===== src/rtl/mult_share_arbiter_if.sv =====
// Bundles the two requester channels, the shared multiplier handshake and
// the tagged result port of mult_share_arbiter.
interface mult_share_arbiter_if #(
   parameter int DATA_W = 8
);
   logic                  req0;
   logic                  req1;
   logic [DATA_W-1:0]     a0;
   logic [DATA_W-1:0]     b0;
   logic [DATA_W-1:0]     a1;
   logic [DATA_W-1:0]     b1;
   logic                  ack0;
   logic                  ack1;
   logic                  mul_start;
   logic [DATA_W-1:0]     mul_a;
   logic [DATA_W-1:0]     mul_b;
   logic                  mul_done;
   logic [2*DATA_W-1:0]   mul_product;
   logic                  res_valid;
   logic [2*DATA_W-1:0]   res_data;
   logic                  res_id;
   logic                  err_timeout;
   logic                  busy;

   // Arbiter side: consumes requests and multiplier completion, drives the rest.
   modport master (
      input  req0, req1, a0, b0, a1, b1, mul_done, mul_product,
      output ack0, ack1, mul_start, mul_a, mul_b,
             res_valid, res_data, res_id, err_timeout, busy
   );

   // Environment side: requesters, multiplier and result consumer.
   modport slave (
      output req0, req1, a0, b0, a1, b1, mul_done, mul_product,
      input  ack0, ack1, mul_start, mul_a, mul_b,
             res_valid, res_data, res_id, err_timeout, busy
   );
endinterface


===== src/rtl/mult_share_arbiter.sv =====
// Round-robin sharing of one start/done multiplier between two requesters.
// A job is granted in IDLE, runs until mul_done or the watchdog expires, and
// passes through DONE so mul_start is low for at least one cycle between jobs.
module mult_share_arbiter #(
   parameter int DATA_W      = 8,
   parameter int TIMEOUT_CYC = 64
) (
   input  logic                 clk,
   input  logic                 rst_n,
   mult_share_arbiter_if.master bus
);

   localparam int WD_W = $clog2(TIMEOUT_CYC) + 1;
   localparam logic [WD_W-1:0] WD_LAST = WD_W'(TIMEOUT_CYC - 1);
   localparam logic [WD_W-1:0] WD_ONE  = WD_W'(1);

   typedef enum logic [1:0] {
      IDLE = 2'd0,
      RUN  = 2'd1,
      DONE = 2'd2
   } state_t;

   state_t                state, state_nxt;
   logic                  gnt, gnt_nxt;
   logic                  last_grant, last_grant_nxt;
   logic [WD_W-1:0]       wd, wd_nxt;
   logic                  ack0_r, ack0_nxt;
   logic                  ack1_r, ack1_nxt;
   logic                  start_r, start_nxt;
   logic [DATA_W-1:0]     mul_a_r, mul_a_nxt;
   logic [DATA_W-1:0]     mul_b_r, mul_b_nxt;
   logic                  valid_r, valid_nxt;
   logic [2*DATA_W-1:0]   data_r, data_nxt;
   logic                  id_r, id_nxt;
   logic                  err_r, err_nxt;
   logic                  pick;

   // State and all registered outputs; reset discards any job in flight.
   always_ff @(posedge clk or negedge rst_n) begin
      if (!rst_n) begin
         state      <= IDLE;
         gnt        <= 1'b0;
         last_grant <= 1'b1;
         wd         <= '0;
         ack0_r     <= 1'b0;
         ack1_r     <= 1'b0;
         start_r    <= 1'b0;
         mul_a_r    <= '0;
         mul_b_r    <= '0;
         valid_r    <= 1'b0;
         data_r     <= '0;
         id_r       <= 1'b0;
         err_r      <= 1'b0;
      end else begin
         state      <= state_nxt;
         gnt        <= gnt_nxt;
         last_grant <= last_grant_nxt;
         wd         <= wd_nxt;
         ack0_r     <= ack0_nxt;
         ack1_r     <= ack1_nxt;
         start_r    <= start_nxt;
         mul_a_r    <= mul_a_nxt;
         mul_b_r    <= mul_b_nxt;
         valid_r    <= valid_nxt;
         data_r     <= data_nxt;
         id_r       <= id_nxt;
         err_r      <= err_nxt;
      end
   end

   // Arbitration, multiplier sequencing and watchdog; pulses default low.
   always_comb begin
      state_nxt      = state;
      gnt_nxt        = gnt;
      last_grant_nxt = last_grant;
      wd_nxt         = wd;
      ack0_nxt       = 1'b0;
      ack1_nxt       = 1'b0;
      start_nxt      = start_r;
      mul_a_nxt      = mul_a_r;
      mul_b_nxt      = mul_b_r;
      valid_nxt      = 1'b0;
      data_nxt       = data_r;
      id_nxt         = id_r;
      err_nxt        = 1'b0;
      pick           = 1'b0;

      case (state)
         IDLE: begin
            start_nxt = 1'b0;
            if (bus.req0 || bus.req1) begin
               // A tie goes to the channel not served last time.
               pick           = (bus.req0 && bus.req1) ? ~last_grant : bus.req1;
               gnt_nxt        = pick;
               last_grant_nxt = pick;
               wd_nxt         = '0;
               start_nxt      = 1'b1;
               state_nxt      = RUN;
               if (pick) begin
                  mul_a_nxt = bus.a1;
                  mul_b_nxt = bus.b1;
                  ack1_nxt  = 1'b1;
               end else begin
                  mul_a_nxt = bus.a0;
                  mul_b_nxt = bus.b0;
                  ack0_nxt  = 1'b1;
               end
            end
         end

         RUN: begin
            wd_nxt = wd + WD_ONE;
            // Completion takes priority over a watchdog expiry in the same cycle.
            if (bus.mul_done) begin
               start_nxt = 1'b0;
               data_nxt  = bus.mul_product;
               id_nxt    = gnt;
               valid_nxt = 1'b1;
               state_nxt = DONE;
            end else if (wd == WD_LAST) begin
               start_nxt = 1'b0;
               err_nxt   = 1'b1;
               state_nxt = DONE;
            end
         end

         DONE: begin
            start_nxt = 1'b0;
            state_nxt = IDLE;
         end

         default: begin
            start_nxt = 1'b0;
            state_nxt = IDLE;
         end
      endcase
   end

   assign bus.ack0        = ack0_r;
   assign bus.ack1        = ack1_r;
   assign bus.mul_start   = start_r;
   assign bus.mul_a       = mul_a_r;
   assign bus.mul_b       = mul_b_r;
   assign bus.res_valid   = valid_r;
   assign bus.res_data    = data_r;
   assign bus.res_id      = id_r;
   assign bus.err_timeout = err_r;
   assign bus.busy        = (state != IDLE);

endmodule

===== src/flat_wrapper.sv =====
// flat-port wrapper written by rule: the top's interface ports become plain ports
module mult_share_arbiter_flat 
#(
   parameter int DATA_W      = 8,
   parameter int TIMEOUT_CYC = 64
)
  (clk, rst_n, bus_req0, bus_req1, bus_a0, bus_b0, bus_a1, bus_b1, bus_mul_done, bus_mul_product, bus_ack0, bus_ack1, bus_mul_start, bus_mul_a, bus_mul_b, bus_res_valid, bus_res_data, bus_res_id, bus_err_timeout, bus_busy);
  mult_share_arbiter_if #(.DATA_W(DATA_W)) bus_i ();
  input  logic clk;
  input  logic rst_n;
  input wire logic [$bits(bus_i.req0)-1:0] bus_req0;
  input wire logic [$bits(bus_i.req1)-1:0] bus_req1;
  input wire logic [$bits(bus_i.a0)-1:0] bus_a0;
  input wire logic [$bits(bus_i.b0)-1:0] bus_b0;
  input wire logic [$bits(bus_i.a1)-1:0] bus_a1;
  input wire logic [$bits(bus_i.b1)-1:0] bus_b1;
  input wire logic [$bits(bus_i.mul_done)-1:0] bus_mul_done;
  input wire logic [$bits(bus_i.mul_product)-1:0] bus_mul_product;
  output wire logic [$bits(bus_i.ack0)-1:0] bus_ack0;
  output wire logic [$bits(bus_i.ack1)-1:0] bus_ack1;
  output wire logic [$bits(bus_i.mul_start)-1:0] bus_mul_start;
  output wire logic [$bits(bus_i.mul_a)-1:0] bus_mul_a;
  output wire logic [$bits(bus_i.mul_b)-1:0] bus_mul_b;
  output wire logic [$bits(bus_i.res_valid)-1:0] bus_res_valid;
  output wire logic [$bits(bus_i.res_data)-1:0] bus_res_data;
  output wire logic [$bits(bus_i.res_id)-1:0] bus_res_id;
  output wire logic [$bits(bus_i.err_timeout)-1:0] bus_err_timeout;
  output wire logic [$bits(bus_i.busy)-1:0] bus_busy;
  assign bus_i.req0 = bus_req0;
  assign bus_i.req1 = bus_req1;
  assign bus_i.a0 = bus_a0;
  assign bus_i.b0 = bus_b0;
  assign bus_i.a1 = bus_a1;
  assign bus_i.b1 = bus_b1;
  assign bus_i.mul_done = bus_mul_done;
  assign bus_i.mul_product = bus_mul_product;
  assign bus_ack0 = bus_i.ack0;
  assign bus_ack1 = bus_i.ack1;
  assign bus_mul_start = bus_i.mul_start;
  assign bus_mul_a = bus_i.mul_a;
  assign bus_mul_b = bus_i.mul_b;
  assign bus_res_valid = bus_i.res_valid;
  assign bus_res_data = bus_i.res_data;
  assign bus_res_id = bus_i.res_id;
  assign bus_err_timeout = bus_i.err_timeout;
  assign bus_busy = bus_i.busy;
  mult_share_arbiter #(.DATA_W(DATA_W), .TIMEOUT_CYC(TIMEOUT_CYC)) u_core (.clk(clk), .rst_n(rst_n), .bus(bus_i));
endmodule

===== config.mk =====
export PLATFORM = sky130hd
export DESIGN_NAME = mult_share_arbiter_flat
export DESIGN_NICKNAME = d
export VERILOG_FILES = /design/src/rtl/mult_share_arbiter_if.sv /design/src/rtl/mult_share_arbiter.sv /design/src/flat_wrapper.sv
export SDC_FILE = /design/constraint.sdc
export NUM_CORES = 1
export LEC_CHECK = 0
export ABC_AREA = 1
export CAP_MARGIN = 20
export CORE_MARGIN = 2
export CORE_UTILIZATION = 35
export CTS_CLUSTER_DIAMETER = 30
export CTS_CLUSTER_SIZE = 24
export DETAILED_ROUTE_END_ITERATION = 10
export PLACE_DENSITY = 0.69
export SETUP_SLACK_MARGIN = 0.1
export SYNTH_ARGS = -nofsm -noshare
export SYNTH_HDL_FRONTEND = slang
export SYNTH_SLANG_ARGS = --single-unit

===== constraint.sdc =====
create_clock -name clk -period 1.45 [get_ports clk]
set_input_delay 0.2175 -clock clk [delete_from_list [all_inputs] [get_ports clk]]
set_output_delay 0.2175 -clock clk [all_outputs]
set_load 0.005 [all_outputs]

[After elaboration in Yosys (flattened, before gate mapping)]
Index checks and enable logic that the tools add are counted.
Cells by class
  equality and inequality tests: 4
  $add $sub $neg: 1
  reductions and logical operators: 9
  bitwise gates (word level): 1
  multiplexer cells: 24
Operators with widths (number)
  8-bit two-way mux: 2
  1-bit two-way mux: 15
  7-bit case mux with 2 select lines: 1
  2-bit AND reduction: 4
  7-bit by 1-bit adder with 7-bit output, second input constant: 1
  7-bit by 6-bit == test with 1-bit output, second input constant: 1
  7-bit two-way mux: 1
  2-bit two-way mux: 3
  2-bit case mux with 2 select lines: 1
  2-bit nonzero test: 2
  3-bit by 2-bit != test with 1-bit output, second input constant: 1
  2-bit by 1-bit == test with 1-bit output, second input constant: 1
  2-bit logical NOT: 1
  2-bit by 1-bit != test with 1-bit output, second input constant: 1
  1-bit case mux with 2 select lines: 1
  1-bit logical AND: 1
  1-bit logical OR: 1
  1-bit inverter: 1
Word-level totals
  input bits: 53
  flip-flop bits (word level): 49
  output and inout bits: 39

[Depth between registers and ports, before layout]
Gate-level depths: netlist (run 1).
  word-level depth: 5
  mapped depth: 7

[Worst setup path after synthesis (run 1)]
Ideal clock, no wire load.
  kind: register to register
  start: register u_core.last_grant
  end: register u_core.gnt
  path slack: 267 ps
  data arrival time: 1056 ps
  stages on the path, launching flop included: 7
  clock period less this slack: 1183 ps
  cells stage by stage: dfstp_2 nand2_1 nand2_1 buf_2 inv_1 nand2_1 o21ai_0
On the way
  word-level cells in the longest chain between the ends: 2
RTL lines
  start: declaration: RTL line mult_share_arbiter.sv:25  | logic last_grant, last_grant_nxt;
  start signal: assignment: RTL line mult_share_arbiter.sv:57  | last_grant <= last_grant_nxt;
  1-bit inverter: RTL line mult_share_arbiter.sv:93  | pick = (bus.req0 && bus.req1) ? ~last_grant : bus.req1;
  1-bit two-way mux: RTL line mult_share_arbiter.sv:93
  end signal: assignment: RTL line mult_share_arbiter.sv:56  | gnt <= gnt_nxt;
  end: declaration: RTL line mult_share_arbiter.sv:24  | logic gnt, gnt_nxt;
No other way between the ends.
A chain may end at the register's enable or synchronous reset.

[Worst setup path after layout (run 1)]
  start: register u_core.last_grant
  end: register u_core.mul_a_r[2] (netlist: u_core.bus.mul_a[2])
On the way
  word-level cells in the longest chain between the ends: 3
RTL lines
  1-bit inverter: RTL line mult_share_arbiter.sv:93
  1-bit two-way mux: RTL line mult_share_arbiter.sv:93
  8-bit two-way mux: RTL line mult_share_arbiter.sv:99  | if (pick) begin
  end signal: assignment: RTL line mult_share_arbiter.sv:62  | mul_a_r <= mul_a_nxt;
  end: declaration: RTL line mult_share_arbiter.sv:30  | logic [DATA_W-1:0] mul_a_r, mul_a_nxt;
No other way between the ends.

==> impl_metrics.json, run 1 <==
{
  "yosysUniqueCellTypes": 19,
  "swShare": 0.349,
  "fp.dieW_um": 83.4,
  "final_antenna_net_count": 0,
  "layout_commonest_cell": "nand2_1",
  "critPathBufInv": 1,
  "gp_congestion": 0.762,
  "grt_pass1_vias": 1947,
  "cts_buffer_depth": 2,
  "mappedNetlistNets": 331,
  "p_leak_nw": 1.81,
  "finalSetupViolCount": 0,
  "diodes": 0,
  "rsz0062_at_grt": "no",
  "grt.total_usage": 0.157,
  "post_drt_wl_per_cell_um": 11.7,
  "p_switching_mw": 1.97,
  "routed_via_density": 4.42,
  "synthDominantCellAreaShare": 0.544,
  "max_slew.worst_pin.slew_ps": 404,
  "fin_crit_sh": 0.851,
  "layout_common_cells": "nand2_1, clkdlybuf4s50_1, dfrtp_1",
  "pre_cts_slack_ps": 26.3,
  "power_density_nw_per_um2": 1670,
  "htree_levels": 2,
  "slew_violations": 0,
  "path_delay_family": "flip-flops",
  "fp.dieArea_um2": 6960,
  "syn_area_per_cell_um2": 7.97,
  "outcome": "finished clean",
  "crit_chain": "nand2_1 -> nand2_1 -> buf_4 -> nand2_1 -> nand2_1 -> o21ai_0",
  "drc_errors": 0,
  "critical_path.max_fanout": 14,
  "cts_root_buf": "clkbuf_8",
  "antenna_found_initial": 0,
  "fin_crit_ps": 1230,
  "crit_type": "register to register",
  "power_frac_comb": 0.444,
  "syn_to_final_growth_pct": 52.8,
  "clk_latency_ps": 300,
  "internal_power_mw": 3.68,
  "fin_total_pwr_mw": 5.65,
  "netlist_area_um2": 2210,
  "vias": 2036,
  "firstDrtPassIters": 4,
  "fin_skew_ps": 10.8,
  "initial_utilization": 0.368,
  "synth_area_leaders": "dfrtp_1, nand2_1, inv_1, nor2_1, o21ai_0",
  "r2r-end": "u_core.bus.mul_a[2]$_DFFE_PN0P_",
  "end_kind": "register",
  "min_path_type": "input port to asynchronous set/reset pin",
  "dr.first_iter.drc_count": 59,
  "cts_tree": "done",
  "synth-seq-area-share": 0.556,
  "setup_tns_ps": 0,
  "io_pins": 92,
  "r2r_cells": 6,
  "yosys_warnings": 0,
  "synth_area_leader_cell": "dfrtp_1",
  "worst-path-stages": 6,
  "ys_ff_latch": 49,
  "fin_nets": 439,
  "slowest_delay_ps": 550,
  "drive_gt1_frac": 0.0933,
  "clkSlewWorstSetupHoldPaths_ps": 90,
  "p_clk_frac": 0.155,
  "max_slew_margin": 0.731,
  "peakVddDrop_v": 0.000695,
  "worstSetupStartpointType": "register",
  "clkSinkCount": 49,
  "layout_setup_ws_ps": 217,
  "io_buffers": 91,
  "die_y_um": 83.4,
  "grt_start_max_net_pins": 21,
  "grt-ovfl-total": 0,
  "reg2reg_slack_ps": 220,
  "hold_viol": 0,
  "r2r_start": "u_core.last_grant$_DFFE_PN1P_",
  "synthCells": 277,
  "timing.critical_path.required_ps": 1630,
  "crit_top_cell": "nand2_1",
  "row_count": 28,
  "fill_cells": 568,
  "core-area_um2": 5990,
  "fmax_mhz": 811,
  "place_hpwl_mm": 4.09,
  "seq_power_share": 0.401,
  "cts_buffers": 5,
  "maxCapViolCount": 0,
  "wl_mm": 5.38,
  "arrival_ps": 1410,
  "grt_pass1_wl_mm": 8.94,
  "slowest_stage": "dfstp_2"
}
how the worst max path moves through the flow:
stage	end	startpoint
final	u_core.bus.mul_a[2]$_DFFE_PN0P_	u_core.last_grant$_DFFE_PN1P_
after global routing	u_core.bus.mul_b[0]$_DFFE_PN0P_	u_core.last_grant$_DFFE_PN1P_
after CTS	bus_busy	u_core.state[0]$_DFFE_PN0P_
after detailed placement	u_core.bus.mul_a[2]$_DFFE_PN0P_	bus_req0
after global placement	u_core.bus.mul_b[4]$_DFFE_PN0P_	bus_req0
after floorplan	u_core.gnt$_DFFE_PN0P_	u_core.last_grant$_DFFE_PN1P_
worst reg2reg max path: cells and delay by family (launching register included):
| family | cells | cell delay [ps] |
|---|---|---|
| compound gates | 1 | 80 |
| buf+inv | 1 | 200 |
| flops | 1 | 550 |
| simple gates | 4 | 280 |
flip-flops by register name, indices dropped and copies added, names as in the netlist:
| signal | cells |
|---|---|
| u_core.wd | 7 |
| u_core.bus.err_timeout | 1 |
| u_core.bus.mul_start | 1 |
| u_core.gnt | 1 |
| u_core.bus.res_data | 16 |
| u_core.bus.mul_b | 8 |
| u_core.bus.ack1 | 1 |
| u_core.bus.mul_a | 8 |
| u_core.bus.ack0 | 1 |
| u_core.last_grant | 1 |
| u_core.state | 2 |
| u_core.bus.res_valid | 1 |
| u_core.bus.res_id | 1 |
stage by stage:
stage,utilization,instances,instance area [um^2],hold WS [ps]
5_1_grt,0.563,461,3370,419
6_report,0.563,461,3370,374
3_3_place_gp,0.541,445,3240,169
4_1_cts,0.559,460,3350,378
2_1_floorplan,-,277,2210,-78.1
3_5_place_dp,0.541,445,3240,174
synthesized netlist by cell type:
| cell type | count |
|---|---|
| buf_2 | 5 |
| nand3b_1 | 1 |
| nand2_4 | 1 |
| nand4_1 | 1 |
| nor2_4 | 2 |
| o21bai_1 | 1 |
| ha_1 | 1 |
| o21ai_1 | 7 |
| inv_1 | 26 |
| dfrtp_1 | 48 |
| o21ai_0 | 13 |
| dfstp_2 | 1 |
| nand3_1 | 12 |
| buf_8 | 1 |
| nand2_2 | 1 |
| nand2_1 | 125 |
| buf_6 | 3 |
| nor2_1 | 26 |
| inv_2 | 2 |
power groups by stage:
stage | sequential, mW | combinational [mW] | clock [mW]
finish | 2.26 | 2.51 | 0.877
CTS | 2.26 | 2.47 | 0.902
global placement | 2.31 | 2.64 | 0
detailed placement | 2.31 | 2.69 | 0
global route | 2.36 | 2.82 | 0.951
floorplan | 2.32 | 1.12 | 0
layout make-up:
| cell class | count | area, um^2 | area share |
|---|---|---|---|
| clock buffers | 7 | 96.3 | 0.0286 |
| inverters | 28 | 106 | 0.0315 |
| flip-flops and latches | 49 | 1230 | 0.364 |
| well taps | 75 | 93.8 | 0.0278 |
| clock inverters | 1 | 5.00 | 0.00148 |
| multi-input cells | 191 | 808 | 0.240 |
| repair buffers | 110 | 1040 | 0.307 |
layer usage:
metal  wire length [um]  up-vias  share of wire  GRT usage
li1                   -     1049              -          -
met1               2370      946           0.44      0.186
met2               2750       37           0.51      0.285
met3                197        4          0.037     0.0368
met4                 65        0          0.012     0.0440
met5                  0        -              0          0
cell families (layout without fill, tap and decap cells):
group | count (synthesis) | in the layout | share of synthesized area
adders and majority gates | 1 | 1 | 0.00567
DFF | 49 | 49 | 0.556
and+or+nand+nor | 169 | 169 | 0.308
AOI/OAI and AO/OA | 21 | 21 | 0.0488
buffers and inverters | 37 | 146 | 0.0811
timing repair:
item                                    4_1_cts  5_1_grt
pin swaps                                     0        1
hold buffers                                  1        0
hold endpoints to repair                     16        0
buffers inserted                              6        1
resized for setup                            39        5
endpoints found under the setup margin       39       41
(Power assumes the default switching activity.)
==> run 2, diff against run 1 <==
- clock period: 1.45 -> 1.35 ns (I/O delays scaled with it)
==> run 2 against run 1 <==
Compared with the run above:
- largest power group unchanged
- total power increased by 13%
- critical endpoint is now bus_busy
- final area up 2.7%
- clock-buffer cell count decreased by 1
- combinational power rose by 15%
- global-route usage is 0.14 points higher
==> impl_metrics.json, run 2 (synthesized netlist as in run 1, its figures left out) <==
{
  "outcome": "finished clean",
  "pre_cts_slack_ps": -56.7,
  "grt_pass1_vias": 2010,
  "p_leak_nw": 1.86,
  "post_dp_cell_area_um2": 3260,
  "end_kind": "primary output",
  "post_drt_wl_per_cell_um": 11.6,
  "place_hpwl_mm": 4.15,
  "die_y_um": 83.4,
  "fin_crit_ps": 1240,
  "min_path_type": "input port to asynchronous set/reset pin",
  "cts_tree": "done",
  "setup_tns_ps": 0,
  "reg2reg_slack_ps": 130,
  "cts_buffers": 5,
  "clkSlewWorstSetupHoldPaths_ps": 90,
  "r2r_start": "u_core.state[0]$_DFFE_PN0P_",
  "grt-ovfl-total": 0,
  "clk_latency_ps": 300,
  "drive_gt1_frac": 0.114,
  "layout_setup_ws_ps": 109,
  "core-area_um2": 5990,
  "dr.first_iter.drc_count": 49,
  "gp_congestion": 0.757,
  "layout_common_cells": "nand2_1, clkdlybuf4s50_1, dfrtp_1",
  "syn_to_final_growth_pct": 56.9,
  "io_pins": 92,
  "max_slew_margin": 0.752,
  "finalSetupViolCount": 0,
  "grt_start_max_net_pins": 24,
  "timing.critical_path.required_ps": 1150,
  "drc_errors": 0,
  "fmax_mhz": 805,
  "fin_area_um2": 3460,
  "max_slew.worst_pin.slew_ps": 372,
  "fin_crit_sh": 0.920,
  "grt_pass1_wl_mm": 8.93,
  "antenna_found_initial": 0,
  "layout_commonest_cell": "nand2_1",
  "rsz0062_at_grt": "yes",
  "fin_nets": 447,
  "r2r-end": "u_core.bus.mul_a[1]$_DFFE_PN0P_",
  "fin_skew_ps": 5.10,
  "grt.total_usage": 0.159,
  "fp.dieW_um": 83.4,
  "peakVddDrop_v": 0.000837,
  "row_count": 28,
  "vias": 2077,
  "arrival_ps": 1040,
  "critical_path.max_fanout": 2,
  "largest_register_ff_count": 16,
  "htree_levels": 2,
  "power_density_nw_per_um2": 1840,
  "crit_type": "register to primary output",
  "cts_buffer_depth": 2,
  "maxCapViolCount": 0,
  "worstSetupStartpointType": "register",
  "clkSinkCount": 49,
  "hold_viol": 0,
  "final_antenna_net_count": 0,
  "diodes": 0,
  "initial_utilization": 0.368,
  "slew_violations": 0,
  "r2r_cells": 7,
  "wl_mm": 5.43,
  "cts_root_buf": "clkbuf_8",
  "fp.dieArea_um2": 6960,
  "utilization": 0.578,
  "io_buffers": 91,
  "firstDrtPassIters": 4,
  "routed_via_density": 4.43
}
run 2: per-layer routing:
metal  global-route usage  part of all wire  vias to the layer above
li1                     -                 -                     1068
met1                0.184              0.43                      967
met2                0.289              0.51                       38
met3               0.0358             0.045                        4
met4               0.0528            0.0094                        0
met5                    0                 0                        -
run 2: through the flow:
step	hold WS [ps]	power, mW	instances
6_report	346	6.37	469
2_1_floorplan	-93.1	3.70	277
3_5_place_dp	146	5.43	447
4_1_cts	353	6.28	464
3_3_place_gp	144	5.37	447
5_1_grt	394	6.88	469
run 2: critical path, stage by stage (launching register included):
cell,delay (ps)
dfrtp_1,410
inv_2,70
nand2_2,50
clkdlybuf4s15_1,220
run 2: how the worst max path moves through the flow:
stage / start / end / slack, ps
after global routing: u_core.state[1]$_DFFE_PN0P_ / u_core.bus.err_timeout$_DFF_PN0_ / 50
final: u_core.state[0]$_DFFE_PN0P_ / bus_busy / 110
after CTS: u_core.state[0]$_DFFE_PN0P_ / bus_busy / 30
after global placement: bus_req0 / u_core.bus.mul_b[2]$_DFFE_PN0P_ / -10
after detailed placement: bus_req0 / u_core.bus.mul_a[5]$_DFFE_PN0P_ / -60
after floorplan: u_core.last_grant$_DFFE_PN1P_ / u_core.gnt$_DFFE_PN0P_ / 170
run 2: timing repair:
action	in CTS	in global routing
gates resized for setup	41	17
endpoints found under the setup margin	54	43
gates cloned	0	1
pin swaps	0	2
buffers inserted	8	4
hold buffers	1	0
hold endpoints to repair	13	0
run 2: report_power, final:
| part | total, mW | internal [mW] | switching (mW) | leakage, nW |
|---|---|---|---|---|
| clock | 1.03 | 0.560 | 0.472 | 0.0558 |
| sequential | 2.45 | 2.10 | 0.345 | 0.614 |
| combinational | 2.89 | 1.52 | 1.36 | 1.19 |
run 2: layout make-up:
cell class	count	area [um^2]
fill	569	2530
sequential	49	1230
timing repair buffer	118	1110
multi-input combinational	191	813
inverter	28	106
tap	75	93.8
clock buffer	6	72.6
clock inverter	2	38.8
==> run 3, diff against run 2 <==
- HOLD_SLACK_MARGIN: unset -> 0.15
==> results of run 3 <==
Same layout as run 2: the final DEF is identical, and so are final timing and power.
